**src/rtl/mem_arb_pkg.sv**
```systemverilog
// Shared types for the instruction/data memory arbiter.
// The response state doubles as the owner of the in-flight RAM access.
// Imported by the arbiter RTL and by any monitor that decodes owners.
package mem_arb_pkg;

    // Owner of the access issued in the previous cycle.
    // IDLE: nothing in flight.
    // INST_RSP: fetch response due.
    // DATA_RSP: load or store response due.
    typedef enum logic [1:0] {
        IDLE     = 2'd0,
        INST_RSP = 2'd1,
        DATA_RSP = 2'd2
    } rsp_state_e;

    // Next response owner from this cycle's grants.
    // The grants are mutually exclusive.
    function automatic rsp_state_e next_rsp_state(input logic ignt, input logic dgnt);
        rsp_state_e s;
        s = IDLE;
        if (dgnt) begin
            s = DATA_RSP;
        end else if (ignt) begin
            s = INST_RSP;
        end
        return s;
    endfunction

endpackage

```
**src/rtl/mem_arb_grant.sv**
```systemverilog
// Grant logic: data port wins unless the fetch has been starved STARVE_LIMIT times.
// Latency: combinational grants, with the streak counter registered.
// Backpressure: the loser simply gets no grant; the top turns that into a stall.
//
// Ports:
//   clk, rst_n  clock and asynchronous active-low reset; grants are forced low during reset.
//   ireq, dreq  fetch and data requests.
//   ignt, dgnt  one-hot-or-zero grants.
module mem_arb_grant #(
    parameter int STARVE_LIMIT = 4
) (
    input  logic clk,
    input  logic rst_n,
    input  logic ireq,
    input  logic dreq,
    output logic ignt,
    output logic dgnt
);

    localparam int SW = $clog2(STARVE_LIMIT + 1);
    localparam logic [SW-1:0] LIMIT = SW'(STARVE_LIMIT);

    logic [SW-1:0] streak_q;
    logic [SW-1:0] streak_d;
    logic          starved;

    always_comb begin
        starved  = ireq && (streak_q == LIMIT);
        dgnt     = rst_n & dreq & ~starved;
        ignt     = rst_n & ireq & ~dgnt;
        streak_d = streak_q;
        // The streak counts only data wins taken while a fetch waits.
        // A fetch win, or no fetch pending, restarts the count.
        if (ignt || !ireq) begin
            streak_d = '0;
        end else if (dgnt && (streak_q != LIMIT)) begin
            streak_d = streak_q + 1'b1;
        end
    end

    always_ff @(posedge clk or negedge rst_n) begin
        if (!rst_n) begin
            streak_q <= '0;
        end else begin
            streak_q <= streak_d;
        end
    end

endmodule

```
**src/rtl/mem_arbiter.sv**
```systemverilog
// Shares one synchronous single-port RAM between the core's fetch and load/store ports.
// Latency: issue in the request cycle; response flag and data one cycle after the grant.
// Backpressure: stall_o is high while any pending request is not granted; the core holds its request.
//
// Ports:
//   clk, rst_n                 clock and asynchronous active-low reset.
//   inst_ce_i, inst_addr_i     fetch request.
//   inst_o, inst_valid_o       fetched word (held) and its update strobe.
//   data_ce_i, data_we_i       load and store requests.
//   data_addr_i, data_wdata_i  address and store data.
//   data_rdata_o, data_ready_o load data (held) and completion strobe.
//   stall_o                    a pending request lost arbitration this cycle.
//   mem_en_o, mem_we_o, mem_addr_o, mem_wdata_o, mem_rdata_i  RAM port.
module mem_arbiter
    import mem_arb_pkg::*;
#(
    parameter int ADDR_WIDTH   = 32,
    parameter int DATA_WIDTH   = 32,
    parameter int STARVE_LIMIT = 4
) (
    input  logic                  clk,
    input  logic                  rst_n,
    input  logic                  inst_ce_i,
    input  logic [ADDR_WIDTH-1:0] inst_addr_i,
    output logic [DATA_WIDTH-1:0] inst_o,
    output logic                  inst_valid_o,
    input  logic                  data_ce_i,
    input  logic                  data_we_i,
    input  logic [ADDR_WIDTH-1:0] data_addr_i,
    input  logic [DATA_WIDTH-1:0] data_wdata_i,
    output logic [DATA_WIDTH-1:0] data_rdata_o,
    output logic                  data_ready_o,
    output logic                  stall_o,
    output logic                  mem_en_o,
    output logic                  mem_we_o,
    output logic [ADDR_WIDTH-1:0] mem_addr_o,
    output logic [DATA_WIDTH-1:0] mem_wdata_o,
    input  logic [DATA_WIDTH-1:0] mem_rdata_i
);

    logic ireq;
    logic dreq;
    logic ignt;
    logic dgnt;

    assign ireq = inst_ce_i;
    assign dreq = data_ce_i | data_we_i;

    mem_arb_grant #(
        .STARVE_LIMIT (STARVE_LIMIT)
    ) u_grant (
        .clk   (clk),
        .rst_n (rst_n),
        .ireq  (ireq),
        .dreq  (dreq),
        .ignt  (ignt),
        .dgnt  (dgnt)
    );

    rsp_state_e            state_q;
    rsp_state_e            state_d;
    logic                  is_load_q;
    logic                  is_load_d;
    logic [DATA_WIDTH-1:0] inst_hold_q;
    logic [DATA_WIDTH-1:0] inst_hold_d;
    logic [DATA_WIDTH-1:0] data_hold_q;
    logic [DATA_WIDTH-1:0] data_hold_d;

    always_comb begin
        state_d = next_rsp_state(ignt, dgnt);
        // A store wins over data_ce_i.
        // Remember the access kind so the response knows whether to load data.
        is_load_d = is_load_q;
        if (dgnt) begin
            is_load_d = ~data_we_i;
        end

        mem_en_o    = dgnt | ignt;
        mem_we_o    = dgnt & data_we_i;
        mem_addr_o  = '0;
        mem_wdata_o = '0;
        if (dgnt) begin
            mem_addr_o  = data_addr_i;
            mem_wdata_o = data_wdata_i;
        end else if (ignt) begin
            mem_addr_o = inst_addr_i;
        end

        // Gated by rst_n so the core sees no stall while the arbiter is held in reset.
        stall_o = rst_n & ((ireq & ~ignt) | (dreq & ~dgnt));

        inst_valid_o = (state_q == INST_RSP);
        data_ready_o = (state_q == DATA_RSP);
        inst_hold_d  = inst_hold_q;
        data_hold_d  = data_hold_q;
        inst_o       = inst_hold_q;
        data_rdata_o = data_hold_q;
        // In the response cycle the RAM word bypasses straight to the port.
        // The hold register catches the same word for the following cycles.
        if (state_q == INST_RSP) begin
            inst_o      = mem_rdata_i;
            inst_hold_d = mem_rdata_i;
        end
        if ((state_q == DATA_RSP) && is_load_q) begin
            data_rdata_o = mem_rdata_i;
            data_hold_d  = mem_rdata_i;
        end
    end

    always_ff @(posedge clk or negedge rst_n) begin
        if (!rst_n) begin
            state_q     <= IDLE;
            is_load_q   <= 1'b0;
            inst_hold_q <= '0;
            data_hold_q <= '0;
        end else begin
            state_q     <= state_d;
            is_load_q   <= is_load_d;
            inst_hold_q <= inst_hold_d;
            data_hold_q <= data_hold_d;
        end
    end

endmodule

```
**config.mk**
```make
export PLATFORM = sky130hd
export DESIGN_NAME = mem_arbiter
export DESIGN_NICKNAME = d
export VERILOG_FILES = /design/src/rtl/mem_arb_pkg.sv /design/src/rtl/mem_arb_grant.sv /design/src/rtl/mem_arbiter.sv
export SDC_FILE = /design/constraint.sdc
export NUM_CORES = 1
export LEC_CHECK = 0
export BUFFER_PORTS_ARGS = -buffer_cell sky130_fd_sc_hd__clkbuf_2
export CAP_MARGIN = 10
export CORE_MARGIN = 10
export CORE_UTILIZATION = 39
export CTS_CLUSTER_DIAMETER = 40
export DETAILED_ROUTE_END_ITERATION = 10
export HOLD_SLACK_MARGIN = 0.12
export PLACE_DENSITY_LB_ADDON = 0.05
export SLEW_MARGIN = 20
export SYNTH_ARGS = -nofsm -noshare
export SYNTH_HDL_FRONTEND = slang
export SYNTH_SLANG_ARGS = --single-unit
```
**constraint.sdc**
```tcl
create_clock -name clk -period 1.9 [get_ports clk]
set_input_delay 0.095 -clock clk [delete_from_list [all_inputs] [get_ports clk]]
set_output_delay 0.095 -clock clk [all_outputs]
set_load 0.02 [all_outputs]
```
**Word-level counts from Yosys, hierarchy flattened**

Cells that the tools add are included.

- Register bits after elaboration: 70
- Input bits: 133
- Word-level logic and storage cells: 40

- $add $sub $neg: 1
- Equal/unequal tests: 4
- Mux-type cells: 9
- Bitwise operators: 15
- Reductions and logical operators: 6

Operators by type and width:

| operator | number |
|---|---|
| 32-bit two-way mux | 5 |
| 1-bit bitwise AND | 8 |
| 3-bit two-way mux | 2 |
| 1-bit inverter | 4 |
| 3-bit by 1-bit adder with 3-bit output, second input constant | 1 |
| 3-bit equality test, second input constant | 1 |
| 1-bit logical AND | 3 |
| 3-bit != test, second input constant | 1 |
| 1-bit bitwise OR | 3 |
| 2-bit by 1-bit equality test with 1-bit output, second input constant | 1 |
| 2-bit equality test, second input constant | 1 |
| 2-bit two-way mux | 1 |
| 2-bit nonzero test | 1 |
| 1-bit zero test | 1 |
| 1-bit logical OR | 1 |
| 1-bit two-way mux | 1 |

**Logic depth before layout (Yosys ltp)**

Gate-level depths: netlist (run 1).

- Depth in word-level cells: 10
- Depth in mapped cells: 7
- Gate-level depth less buffers: 5

**Cells and area by module**

From an unflattened synthesis (run 1), not the netlist that was laid out.

- Cell total of the unflattened synthesis: 249
- Area, all modules: 3,455.8 um^2

By module, submodules not included:

| module | times used | cells an instance | area an instance (um^2) | sequential area each (um^2) |
|---|---|---|---|---|
| mem_arbiter | 1 | 226 | 3,238.1 | 1,676.6 |
| mem_arb_grant | 1 | 23 | 217.7 | 75.1 |

**Worst setup path before layout (run 1)**

OpenSTA, ideal clock, no wires.

- Kind: register to output
- Start point: reg u_grant.streak_q[0]
- End point: out mem_addr_o[10]
- Data arrival time: 1.449 ns
- Required time: 1.805 ns
- Setup slack: 0.356 ns
- Cell stages (with the launch flop): 8
- Buffers on the path: 2
- Path through: dfrtp_1 -> inv_1 -> ha_1 -> o2bb2ai_1 -> and3_1 -> buf_2 -> buf_4 -> a22o_1

- Longest elaborated chain between the ends: 8

RTL lines:

| what | line | text |
|---|---|---|
| start, declared | mem_arb_grant.sv:23 | `logic [SW-1:0] streak_q;` |
| start signal, assigned | mem_arb_grant.sv:45 | `streak_q <= streak_d;` |
| 3-bit equality test * | mem_arb_grant.sv:28 | `starved = ireq && (streak_q == LIMIT);` |
| 1-bit logical AND * | mem_arb_grant.sv:28 |  |
| 1-bit inverter * | mem_arb_grant.sv:29 | `dgnt = rst_n & dreq & ~starved;` |
| 1-bit bitwise AND * | mem_arb_grant.sv:29 |  |
| 1-bit inverter | mem_arb_grant.sv:30 | `ignt = rst_n & ireq & ~dgnt;` |
| 1-bit bitwise AND | mem_arb_grant.sv:30 |  |
| 32-bit two-way mux | mem_arbiter.sv:85 | `end else if (ignt) begin` |
| 32-bit two-way mux * | mem_arbiter.sv:82 | `if (dgnt) begin` |
| end, declared | mem_arbiter.sv:36 | `output logic [ADDR_WIDTH-1:0] mem_addr_o,` |

Mark *: on every way between the ends. The rest lies on a longest branch, timed or not.

**Worst setup path after layout (run 1)**

- Start point: reg u_grant.streak_q[0]
- End point: out mem_addr_o[31]

The elaborated chain is that of the path after synthesis.

==> summary.md, run 1 <==
| Metric | Value |
|---|---|
| Die width | `111.4 um` |
| Worst relative slew slack | `0.4417` |
| Final GP Congestion | `0.8175` |
| Clock latency on the worst-skew pair | `340 ps` |
| Worst clock skew | `10.82 ps` |
| Post-synth EDFFs | `0` |
| Filler cells | `570` |
| Final worst slack | `-12.37 ps` |
| Post-route ant nets | `0` |
| Cts bufs inserted | `9` |
| Top FF cell, synth | `dfrtp_1` |
| Clock Power Share | `0.225` |
| Netlist cell types | `26` |
| Wirelength, routed | `14.42 mm` |
| Synth area leaders | `dfrtp_1 (54%), mux2_2 (22%), a22o_1 (8.6%)` |
| Seq pwr share | `0.351` |
| Initial DRC count | `115` |
| Req. time, crit path | `1800 ps` |
| Setup crit start kind | `register` |
| Vias/cell | `4.874` |
| CTS tree | `built` |
| Final-report setup violation count | `1` |
| Initial antenna violation count | `0` |
| Async set or reset register ratio after synthesis | `1.000` |
| WL/cell | `21.68 um` |
| Final global-route overflow total | `0` |
| GRT met3 Usage | `0.1020` |
| Core box area | `0.008175 mm^2` |
| CP Cell Sequence | `inv_2 -> ha_4 -> o2bb2ai_2 -> and3_4 -> buf_6 -> a22o_1 -> clkbuf_8` |
| Largest net degree at the start of global routing | `68` |
| P&R area growth vs syn | `83.65%` |
| Count leader, synth | `dfrtp_1` |
| All-Layer GR Usage | `0.2059` |
| Worst vdd ir | `0.0004190 V` |
| H-tree depth | `3` |
| P_sw | `0.001900 W` |
| Fin nets | `690` |
| Leakage Power | `3.145 nW` |
| Post-Syn Area | `0.003261 mm^2` |
| Worst path top cell family by delay | `flip-flops` |
| DP Worst Slack | `221.4 ps` |
| Seq. cell area | `0.001752 mm^2` |
| Final Cycle Share | `1.007` |
| Cell Int Power | `0.003579 W` |
| Yosys top cell by area | `dfrtp_1` |
| Fin crit period | `1912 ps` |
| Multi-input logic area | `0.001506 mm^2` |
| Final slew viol count | `0` |
| Yosys reg bits | `70` |
| Sequential cell area fraction in the yosys report | `0.5372` |
| Worst-margin pin slew | `837.5 ps` |
| Sw frac | `0.3467` |
| Worst min path class | `primary input to async pin` |
| Logic gate share of total power | `0.423` |
| Reg clk slew, reported paths | `70 ps` |
| Crit path max fanout | `4` |
| Post-route DRC | `0` |
| Syn Area/Cell | `13.47 um^2` |
| Unrepaired setup endpoints after global routing | `true` |
| Crit end category | `primary output` |
| Rows | `33` |
| Hold Fails Final Rpt | `0` |
| Die area | `0.01242 mm^2` |
| Status | `complete, but fails checks` |
| First-pass GRT wire length | `20.33 mm` |
| Clk sinks | `70` |
| Layer with the highest usage | `met2` |
| CP arrival | `1820 ps` |
| PwrDens | `915.0 mW/mm^2` |
| Post-synthesis net count | `377` |
| Most common library cells after synthesis | `dfrtp_1 (70), mux2_2 (64), and2_1 (33), a22o_1 (32), buf_2 (9)` |
| Root Buffer | `clkbuf_8` |
| DR pass1 iterations | `4` |
| Slowest cell delay on critical path | `400 ps` |
| Diode count | `0` |
| Starting Density | `0.3988` |
| Yosys warning total | `0` |
| Achievable frequency | `522.9 MHz` |
| Failing checks | `setup timing` |
| Top cell type's share of synthesized area | `0.5372` |
| # IOs | `266` |
| Share of cells above drive strength 1 | `0.6714` |
| Kind of critical path | `register to primary output` |
| Reg2reg start | `u_grant.streak_q[0]` |
| Post-synthesis cell count | `242` |
| Chip Height | `111.4 um` |
| Worst Setup SP | `u_grant.streak_q[0]` |
| Final Util | `0.7325` |
| Slowest stage cell, crit path | `dfrtp_1` |
| Clock buffer depth | `2` |
| Bufs and invs on worst path | `3` |
| Port Buffers | `265` |
| Vias in the first global route | `3520` |
| DP HPWL | `10.48 mm` |
| Routed vias | `3241` |
| Max-cap viol count | `0` |
| Met1 usage | `0.1956` |
| M2 GR Usage | `0.3806` |
==> power groups by stage <==
| stage | clock, W | sequential (W) | combinational (W) |
|---|---|---|---|
| after CTS | 0.00126 | 0.00192 | 0.00200 |
| after detailed placement | 0 | 0.00194 | 0.00188 |
| final | 0.00124 | 0.00193 | 0.00232 |
| after global placement | 0 | 0.00192 | 0.00186 |
| after floorplan | 0 | 0.00191 | 0.00115 |
| after global routing | 0.00133 | 0.00196 | 0.00246 |
==> final timing paths <==
kind	to	slack, ps	cells after the start
max	mem_addr_o[31]	-10	7
max in group asynchronous	data_hold_q[21]	720	3
max reg2reg	u_grant.streak_q[2]	120	5
min in group clk	state_q[1]	370	4
min	u_grant.streak_q[2]	170	2
min reg2reg	data_hold_q[31]	500	1
==> final cells by class <==
cell class	instances	area share
Sequential cell	70	0.2925
Clock inverter	6	0.01149
Clock buffer	10	0.02298
Multi-Input combinational cell	150	0.2516
Inverter	4	0.002507
Tap cell	105	0.02194
Timing Repair Buffer	320	0.3970
==> state kept, by name, summed over array words and instances, names as in the netlist <==
signal / count
inst_hold_q: 32
state_q: 2
data_hold_q: 32
u_grant.streak_q: 3
is_load_q: 1
==> layer usage <==
metal,wire (um),up-vias
met5,0,-
met4,170,0
met3,1344,14
met2,7855,138
met1,5047,1594
li1,-,1495
==> repair_timing <==
item / CTS / global route
pin swaps: 3 / 3
gates cloned: 2 / 3
buffers inserted: 2 / 4
resized for setup: 40 / 219
setup endpoints to repair: 89 / 89
hold buffers: 36 / 0
endpoints found under the hold margin: 136 / 0
==> kinds of logic after synthesis <==
family                   count (synthesis)  synth area share
multiplexers                            65            0.2241
flip-flops                              70            0.5372
AND/OR/NAND/NOR                         43           0.07905
AO/OA/AOI/OAI                           40            0.1105
buffers and inverters                   22           0.04144
adder cells (fa/ha/maj)                  2          0.007673
==> placed cells by master, fill, tap and decap left out, types with 2 or more instances in the layout <==
cell type / Yosys / routed
a22o_1: 32 / 32
and2_1: 33 / 32
buf_12: 0 / 4
buf_16: 0 / 2
buf_2: 9 / 4
buf_4: 5 / 48
buf_6: 3 / 44
clkbuf_16: 0 / 3
clkbuf_2: 0 / 175
clkbuf_8: 0 / 14
clkinv_4: 0 / 2
dfrtp_1: 70 / 70
dlygate4sd3_1: 0 / 36
inv_1: 4 / 2
inv_2: 0 / 2
mux2_2: 64 / 40
mux2_4: 0 / 24
nor2_1: 3 / 3
==> metrics by stage <==
| step | cells | instance area [um^2] | setup TNS, ps | hold slack, ps | power, W |
|---|---|---|---|---|---|
| finish | 665 | 5988 | -12.37 | 166.2 | 0.005479 |
| global route | 665 | 5988 | -2183 | 176.9 | 0.005738 |
| CTS | 658 | 5472 | 0 | 164.4 | 0.005175 |
| detailed placement | 602 | 4718 | 0 | -79.08 | 0.003820 |
| global placement | 602 | 4718 | 0 | -78.67 | 0.003780 |
| floorplan | 242 | 3261 | 0 | -200.6 | 0.003055 |
(Power assumes the default switching activity.)
==> inputs of run 2 (changes only) <==
Settings changed: BUFFER_PORTS_ARGS -buffer_cell sky130_fd_sc_hd__clkbuf_2 to -buffer_cell sky130_fd_sc_hd__buf_2.
==> summary.md, run 2 (synthesized netlist as in run 1, its figures left out) <==
| Metric | Value |
|---|---|
| Vias in the first global route | `3552 (was 3520)` |
| Max-cap viol count | `0 (unchanged)` |
| Diode count | `0 (unchanged)` |
| Share of cells above drive strength 1 | `0.6737 (was 0.6714)` |
| Hold Fails Final Rpt | `0 (unchanged)` |
| Filler cells | `589 (was 570)` |
| Cells on worst reg2reg path | `6 (was 5)` |
| Worst-margin pin slew | `816.4 ps (was 837.5 ps)` |
| Final GP Congestion | `0.8284 (was 0.8175)` |
| Core box area | `0.008175 mm^2 (unchanged)` |
| Die width | `111.4 um (unchanged)` |
| CP Cell Sequence | `inv_2 -> ha_4 -> o2bb2ai_2 -> and3_4 -> buf_12 -> buf_16 -> a22o_1 -> buf_6 (was inv_2 -> ha_4 -> o2bb2ai_2 -> and3_4 -> buf_6 -> a22o_1 -> clkbuf_8)` |
| DP HPWL | `10.54 mm (was 10.48 mm)` |
| Unrepaired setup endpoints after global routing | `true (unchanged)` |
| Reg clk slew, reported paths | `70 ps (about the same)` |
| Clk sinks | `70 (unchanged)` |
| Final Cycle Share | `1.028 (was 1.007)` |
| Slowest cell delay on critical path | `380 ps (was 400 ps)` |
| Worst relative slew slack | `0.4557 (was 0.4417)` |
| Leakage Power | `3.228 nW (was 3.145 nW)` |
| Worst path top cell family by delay | `buffers and inverters (was flip-flops)` |
| Status | `complete, but fails checks (unchanged)` |
| Slowest stage cell, crit path | `dfrtp_1 (unchanged)` |
| Req. time, crit path | `1800 ps (about the same)` |
| Fin nets | `697 (was 690)` |
| Worst path depth | `8 (was 7)` |
| First-pass GRT wire length | `20.80 mm (was 20.33 mm)` |
| Rows | `33 (unchanged)` |
| H-tree depth | `3 (unchanged)` |
| Worst Setup SP | `u_grant.streak_q[1] (was u_grant.streak_q[0])` |
| All-Layer GR Usage | `0.2113 (was 0.2059)` |
| Initial antenna violation count | `1 (was 0)` |
| Reg2reg start | `u_grant.streak_q[0] (unchanged)` |
| Final worst slack | `-54.04 ps (was -12.37 ps)` |
| Bufs and invs on worst path | `4 (was 3)` |
| Crit path max fanout | `8 (was 4)` |
| CP arrival | `1860 ps (was 1820 ps)` |
| Starting Density | `0.3988 (unchanged)` |
| Multi-input logic area | `0.001531 mm^2 (was 0.001506 mm^2)` |
| Cell area after layout | `0.006173 mm^2 (was 0.005988 mm^2)` |
| Final TNS setup | `-1119 ps (was -12.37 ps)` |
| Most common cell after layout, fill and taps aside | `buf_2 (was clkbuf_2)` |
| Wirelength, routed | `15.08 mm (was 14.42 mm)` |
| Root Buffer | `clkbuf_8 (unchanged)` |
| Final slew viol count | `0 (unchanged)` |
| CTS tree | `built (unchanged)` |
| Final global-route overflow total | `0 (unchanged)` |
| WL/cell | `22.43 um (was 21.68 um)` |
| Vias/cell | `4.814 (was 4.874)` |
| Cts bufs inserted | `9 (unchanged)` |
| Most frequent cells in the layout | `buf_2 (179), dfrtp_1 (70), buf_6 (52), buf_4 (43) (was clkbuf_2 (175), dfrtp_1 (70), buf_4 (48), buf_6 (44), mux2_2 (40))` |
| WHS | `192.2 ps (was 166.2 ps)` |
| Setup crit start kind | `register (unchanged)` |
| Port Buffers | `265 (unchanged)` |
| Post-route ant nets | `0 (unchanged)` |
| Routed vias | `3235 (was 3241)` |
| Failing checks | `setup timing (unchanged)` |
| Post-route DRC | `0 (unchanged)` |
| Initial DRC count | `113 (was 115)` |
| Placed instance area | `0.004698 mm^2 (was 0.004718 mm^2)` |
| Largest net degree at the start of global routing | `68 (unchanged)` |
| Kind of critical path | `register to primary output (unchanged)` |
| Fin crit period | `1954 ps (was 1912 ps)` |
| Worst vdd ir | `0.0004982 V (was 0.0004190 V)` |
| Worst min path class | `primary input to async pin (unchanged)` |
| Worst clock skew | `10.95 ps (was 10.82 ps)` |
| P&R area growth vs syn | `89.33% (was 83.65%)` |
| Die area | `0.01242 mm^2 (unchanged)` |
| Chip Height | `111.4 um (unchanged)` |
| Clock buffer depth | `2 (unchanged)` |
| Clock latency on the worst-skew pair | `330 ps (was 340 ps)` |
| Final-report setup violation count | `29 (was 1)` |
| DR pass1 iterations | `4 (unchanged)` |
| PwrDens | `900.3 mW/mm^2 (was 915.0 mW/mm^2)` |
| # IOs | `266 (unchanged)` |
| Seq. cell area | `0.001752 mm^2 (unchanged)` |
| Achievable frequency | `511.8 MHz (was 522.9 MHz)` |
| Largest regs | `data_hold_q (32), inst_hold_q (32), u_grant.streak_q (3) (unchanged)` |
| Crit end category | `primary output (unchanged)` |
==> run 2: final timing paths <==
path / endpoint / slack [ps]
min reg2reg: data_hold_q[25] / 500
max in group asynchronous: data_hold_q[25] / 700
max: mem_addr_o[16] / -50
min: u_grant.streak_q[1] / 190
max reg2reg: u_grant.streak_q[2] / 360
min in group clk: u_grant.streak_q[2] / 310
==> run 2: timing repair <==
| item | in CTS | in global routing |
|---|---|---|
| resized for setup | 69 | 120 |
| hold buffers | 36 | 0 |
| setup endpoints to repair | 86 | 94 |
| pin swaps | 4 | 9 |
| hold endpoints to repair | 137 | 0 |
| gates cloned | 3 | 7 |
| buffers inserted | 3 | 6 |
==> run 2: layout make-up <==
type | count | area share
timing repair buffer | 327 | 0.4110
sequential | 70 | 0.2837
multi-input combinational | 150 | 0.2481
clock buffer | 10 | 0.02229
tap | 105 | 0.02128
clock inverter | 6 | 0.01115
inverter | 4 | 0.002432
==> run 2: power breakdown <==
| part | internal (W) | total [W] | switching [W] | leakage, nW |
|---|---|---|---|---|
| clock network | 0.000649 | 0.00121 | 0.000566 | 0.103 |
| registers | 0.00183 | 0.00193 | 0.000101 | 0.841 |
| logic | 0.00117 | 0.00241 | 0.00124 | 2.28 |
| total | 0.00365 | 0.00556 | 0.00191 | 3.23 |
==> run 2: routing by layer <==
layer | GRT usage | wire length (um) | up-vias | part of all wire
li1 | - | - | 1505 | -
met1 | 0.2174 | 5433 | 1568 | 0.36
met2 | 0.3818 | 8203 | 144 | 0.54
met3 | 0.09393 | 1197 | 16 | 0.079
met4 | 0.05484 | 227 | 2 | 0.015
met5 | 0 | 13 | - | 0.00086
==> run 2: through the flow <==
stage / worst slack, ps / util / power, W / cells
after floorplan: 356.3 / - / 0.003055 / 242
after global placement: 189.3 / 0.5747 / 0.003769 / 601
after detailed placement: 136.1 / 0.5747 / 0.003816 / 601
after CTS: -57.94 / 0.6795 / 0.005223 / 659
after global routing: -131.4 / 0.7551 / 0.005828 / 672
final: -54.04 / 0.7551 / 0.005558 / 672
==> inputs of run 3 (changes only) <==
Settings changed: CORE_UTILIZATION 39 to 40, SYNTH_HIERARCHICAL set to 1.
==> summary.md, run 3 <==
| Metric | Value |
|---|---|
| Fin nets | `696 (was 697)` |
| Clock latency on the worst-skew pair | `340 ps (was 330 ps)` |
| Largest net degree at the start of global routing | `66 (was 68)` |
| Core box area | `0.008299 mm^2 (was 0.008175 mm^2)` |
| Internal reg-to-reg setup slack | `450 ps (was 360 ps)` |
| Initial DRC count | `118 (was 113)` |
| Crit end category | `primary output (unchanged)` |
| Sw frac | `0.3356 (was 0.3430)` |
| Crit path max fanout | `16 (was 8)` |
| Placed instance area | `0.004873 mm^2 (was 0.004698 mm^2)` |
| Routed vias | `3177 (was 3235)` |
| Final global-route overflow total | `0 (unchanged)` |
| Power, Total | `0.005254 W (was 0.005558 W)` |
| Hold Fails Final Rpt | `0 (unchanged)` |
| Achievable frequency | `497.7 MHz (was 511.8 MHz)` |
| CP arrival | `1910 ps (was 1860 ps)` |
| Diode count | `0 (unchanged)` |
| Filler cells | `648 (was 589)` |
| Status | `complete, but fails checks (unchanged)` |
| Final slew viol count | `0 (unchanged)` |
| DR pass1 iterations | `4 (unchanged)` |
| Max-cap viol count | `0 (unchanged)` |
| Final GP Congestion | `0.8375 (was 0.8284)` |
| Synth area leaders | `dfrtp_1 (51%), mux2_4 (13%), mux2_1 (9.8%) (was dfrtp_1 (54%), mux2_2 (22%), a22o_1 (8.6%))` |
| Unrepaired setup endpoints after global routing | `true (unchanged)` |
| PwrDens | `896.6 mW/mm^2 (was 900.3 mW/mm^2)` |
| First-pass GRT wire length | `21.00 mm (was 20.80 mm)` |
| P&R area growth vs syn | `69.55% (was 89.33%)` |
| Vias/cell | `4.735 (was 4.814)` |
| Root Buffer | `clkbuf_8 (unchanged)` |
| Post-route ant nets | `0 (unchanged)` |
| Worst clock skew | `8.576 ps (was 10.95 ps)` |
| Initial antenna violation count | `0 (was 1)` |
| Fin crit period | `2009 ps (was 1954 ps)` |
| Most common library cells after synthesis | `dfrtp_1 (70), and2_1 (33), a22o_1 (32), mux2_1 (30), mux2_4 (29) (was dfrtp_1 (70), mux2_2 (64), and2_1 (33), a22o_1 (32), buf_2 (9))` |
| Final TNS setup | `-2865 ps (was -1119 ps)` |
| Most frequent cells in the layout | `buf_2 (227), dfrtp_1 (70), dlygate4sd3_1 (37), buf_6 (34), and2_1 (33) (was buf_2 (179), dfrtp_1 (70), buf_6 (52), buf_4 (43))` |
| Count leader, synth | `dfrtp_1 (unchanged)` |
| Failing checks | `setup timing (unchanged)` |
| Die width | `113.0 um (was 111.4 um)` |
| Post-route DRC | `0 (unchanged)` |
| Top FF cell, synth | `dfrtp_1 (unchanged)` |
| Top cell type's share of synthesized area | `0.5069 (was 0.5372)` |
| Multi-input logic area | `0.001584 mm^2 (was 0.001531 mm^2)` |
| Reg clk slew, reported paths | `70 ps (about the same)` |
| Worst relative slew slack | `0.4683 (was 0.4557)` |
| Most common cell after layout, fill and taps aside | `buf_2 (unchanged)` |
| Yosys top cell by area | `dfrtp_1 (unchanged)` |
| Largest regs | `data_hold_q (32), inst_hold_q (32), u_grant/streak_q (3) (was data_hold_q (32), inst_hold_q (32), u_grant.streak_q (3))` |
| Cell area after layout | `0.005859 mm^2 (was 0.006173 mm^2)` |
| Leakage Power | `3.042 nW (was 3.228 nW)` |
| Worst min path class | `primary input to register (was primary input to async pin)` |
| Seq pwr share | `0.364 (was 0.347)` |
| Final Cycle Share | `1.057 (was 1.028)` |
| All-Layer GR Usage | `0.2083 (was 0.2113)` |
| Chip Height | `113.0 um (was 111.4 um)` |
| Worst vdd ir | `0.0007343 V (was 0.0004982 V)` |
| Clk sinks | `70 (unchanged)` |
| Wirelength, routed | `13.92 mm (was 15.08 mm)` |
| Port Buffers | `265 (unchanged)` |
| Async set or reset register ratio after synthesis | `1.000 (unchanged)` |
| WL/cell | `20.75 um (was 22.43 um)` |
| Final-report setup violation count | `46 (was 29)` |
| Crit path to | `mem_addr_o[11] (was mem_addr_o[16])` |
| Req. time, crit path | `1800 ps (about the same)` |
| Yosys warning total | `6 (was 0)` |
| Rows | `33 (unchanged)` |
| Reg2reg start | `u_grant/streak_q[1] (was u_grant.streak_q[0])` |
| Post-synthesis net count | `384 (was 377)` |
| Yosys reg bits | `70 (unchanged)` |
| Final Util | `0.7060 (was 0.7551)` |
| Vias in the first global route | `3661 (was 3552)` |
| Worst-margin pin slew | `797.5 ps (was 816.4 ps)` |
| # IOs | `266 (unchanged)` |
| Critical R2R Capture | `is_load_q (was u_grant.streak_q[2])` |
| Starting Density | `0.4164 (was 0.3988)` |
| Die area | `0.01276 mm^2 (was 0.01242 mm^2)` |
| Setup crit start kind | `register (unchanged)` |
| Logic gate share of total power | `0.382 (was 0.434)` |
| Post-Syn Area | `0.003456 mm^2 (was 0.003261 mm^2)` |
| Syn Area/Cell | `13.88 um^2 (was 13.47 um^2)` |
| Seq. cell area | `0.001752 mm^2 (unchanged)` |
| Post-synthesis cell count | `249 (was 242)` |
| Clock Power Share | `0.254 (was 0.219)` |
| Worst Setup SP | `u_grant/streak_q[0] (was u_grant.streak_q[1])` |
| Final worst slack | `-109.1 ps (was -54.04 ps)` |
| Clock buffer depth | `2 (unchanged)` |
| Netlist cell types | `30 (was 26)` |
| Cells on worst reg2reg path | `6 (unchanged)` |
| Share of cells above drive strength 1 | `0.6131 (was 0.6737)` |
| Cts bufs inserted | `9 (unchanged)` |
| Sequential cell area fraction in the yosys report | `0.5069 (was 0.5372)` |
| DP HPWL | `10.65 mm (was 10.54 mm)` |
| CTS tree | `built (unchanged)` |
| H-tree depth | `3 (unchanged)` |
| P_sw | `0.001763 W (was 0.001907 W)` |
| Kind of critical path | `register to primary output (unchanged)` |
| Post-synth EDFFs | `0 (unchanged)` |
| Cell Int Power | `0.003491 W (was 0.003652 W)` |
-- run 3: stage by stage --
stage / hold slack (ps) / cells / worst slack (ps)
finish: 170.8 / 671 / -109.1
global route: 187.5 / 671 / -196.1
CTS: 175.9 / 669 / -103.4
detailed placement: -8.000 / 610 / 54.92
global placement: -17.18 / 610 / 99.64
floorplan: -200.6 / 249 / 109.6
-- run 3: layout make-up --
| class | instances | area share |
|---|---|---|
| well taps | 105 | 0.02242 |
| multi-input cells | 158 | 0.2703 |
| clock buffers | 11 | 0.02413 |
| flip-flops and latches | 70 | 0.2990 |
| inverters | 2 | 0.001281 |
| repair buffers | 320 | 0.3690 |
| clock inverters | 5 | 0.01388 |
-- run 3: worst min-delay path by stage --
| stage | startpoint | depth (start not counted) | slack, ps | end |
|---|---|---|---|---|
| after global placement | rst_n | 1 | -20 | u_grant/streak_q[0] |
| after detailed placement | rst_n | 1 | -8 | state_q[0] |
| after floorplan | rst_n | 0 | -200 | data_hold_q[0] |
| after global routing | rst_n | 3 | 190 | u_grant/streak_q[1] |
| after CTS | rst_n | 3 | 180 | u_grant/streak_q[0] |
| final | rst_n | 3 | 170 | u_grant/streak_q[1] |
-- run 3: timing repair --
| action | in CTS | in global routing |
|---|---|---|
| cloned | 2 | 1 |
| gates resized for setup | 74 | 10 |
| hold buffers | 37 | 0 |
| endpoints found under the hold margin | 73 | 0 |
| endpoints found under the setup margin | 67 | 68 |
| pin swaps | 2 | 4 |
| buffers inserted | 4 | 1 |
-- run 3: cells by family after synthesis --
kind of cell,synth area share
AOI/OAI and AO/OA,0.09740
adders and majority gates,0.007240
buffers and inverters,0.04996
DFF,0.5069
muxes,0.2400
and+or+nand+nor,0.09848
-- run 3: worst max-delay path, cell delays in order (launching register included) --
cell      delay [ps]
dfrtp_1          390
inv_2             90
ha_4             170
a21boi_4          60
nor2_2           110
nor2b_4          170
buf_12           140
buf_16           140
a22o_1           170
buf_6            130
-- run 3: metal layers --
metal  share of wire  vias up  GRT usage
met4           0.012        0    0.03723
met5               0        -          0
met1            0.36     1511     0.2244
li1                -     1511          -
met2            0.52      141     0.3637
met3            0.10       14     0.1030
-- run 3: power groups by stage --
stage | Sequential [W] | Combinational, W | Clock [W]
after detailed placement | 0.00195 | 0.00188 | 0
after floorplan | 0.00191 | 0.00118 | 0
final | 0.00191 | 0.00201 | 0.00133
after CTS | 0.00192 | 0.00203 | 0.00137
after global placement | 0.00193 | 0.00186 | 0
after global routing | 0.00195 | 0.00216 | 0.00144
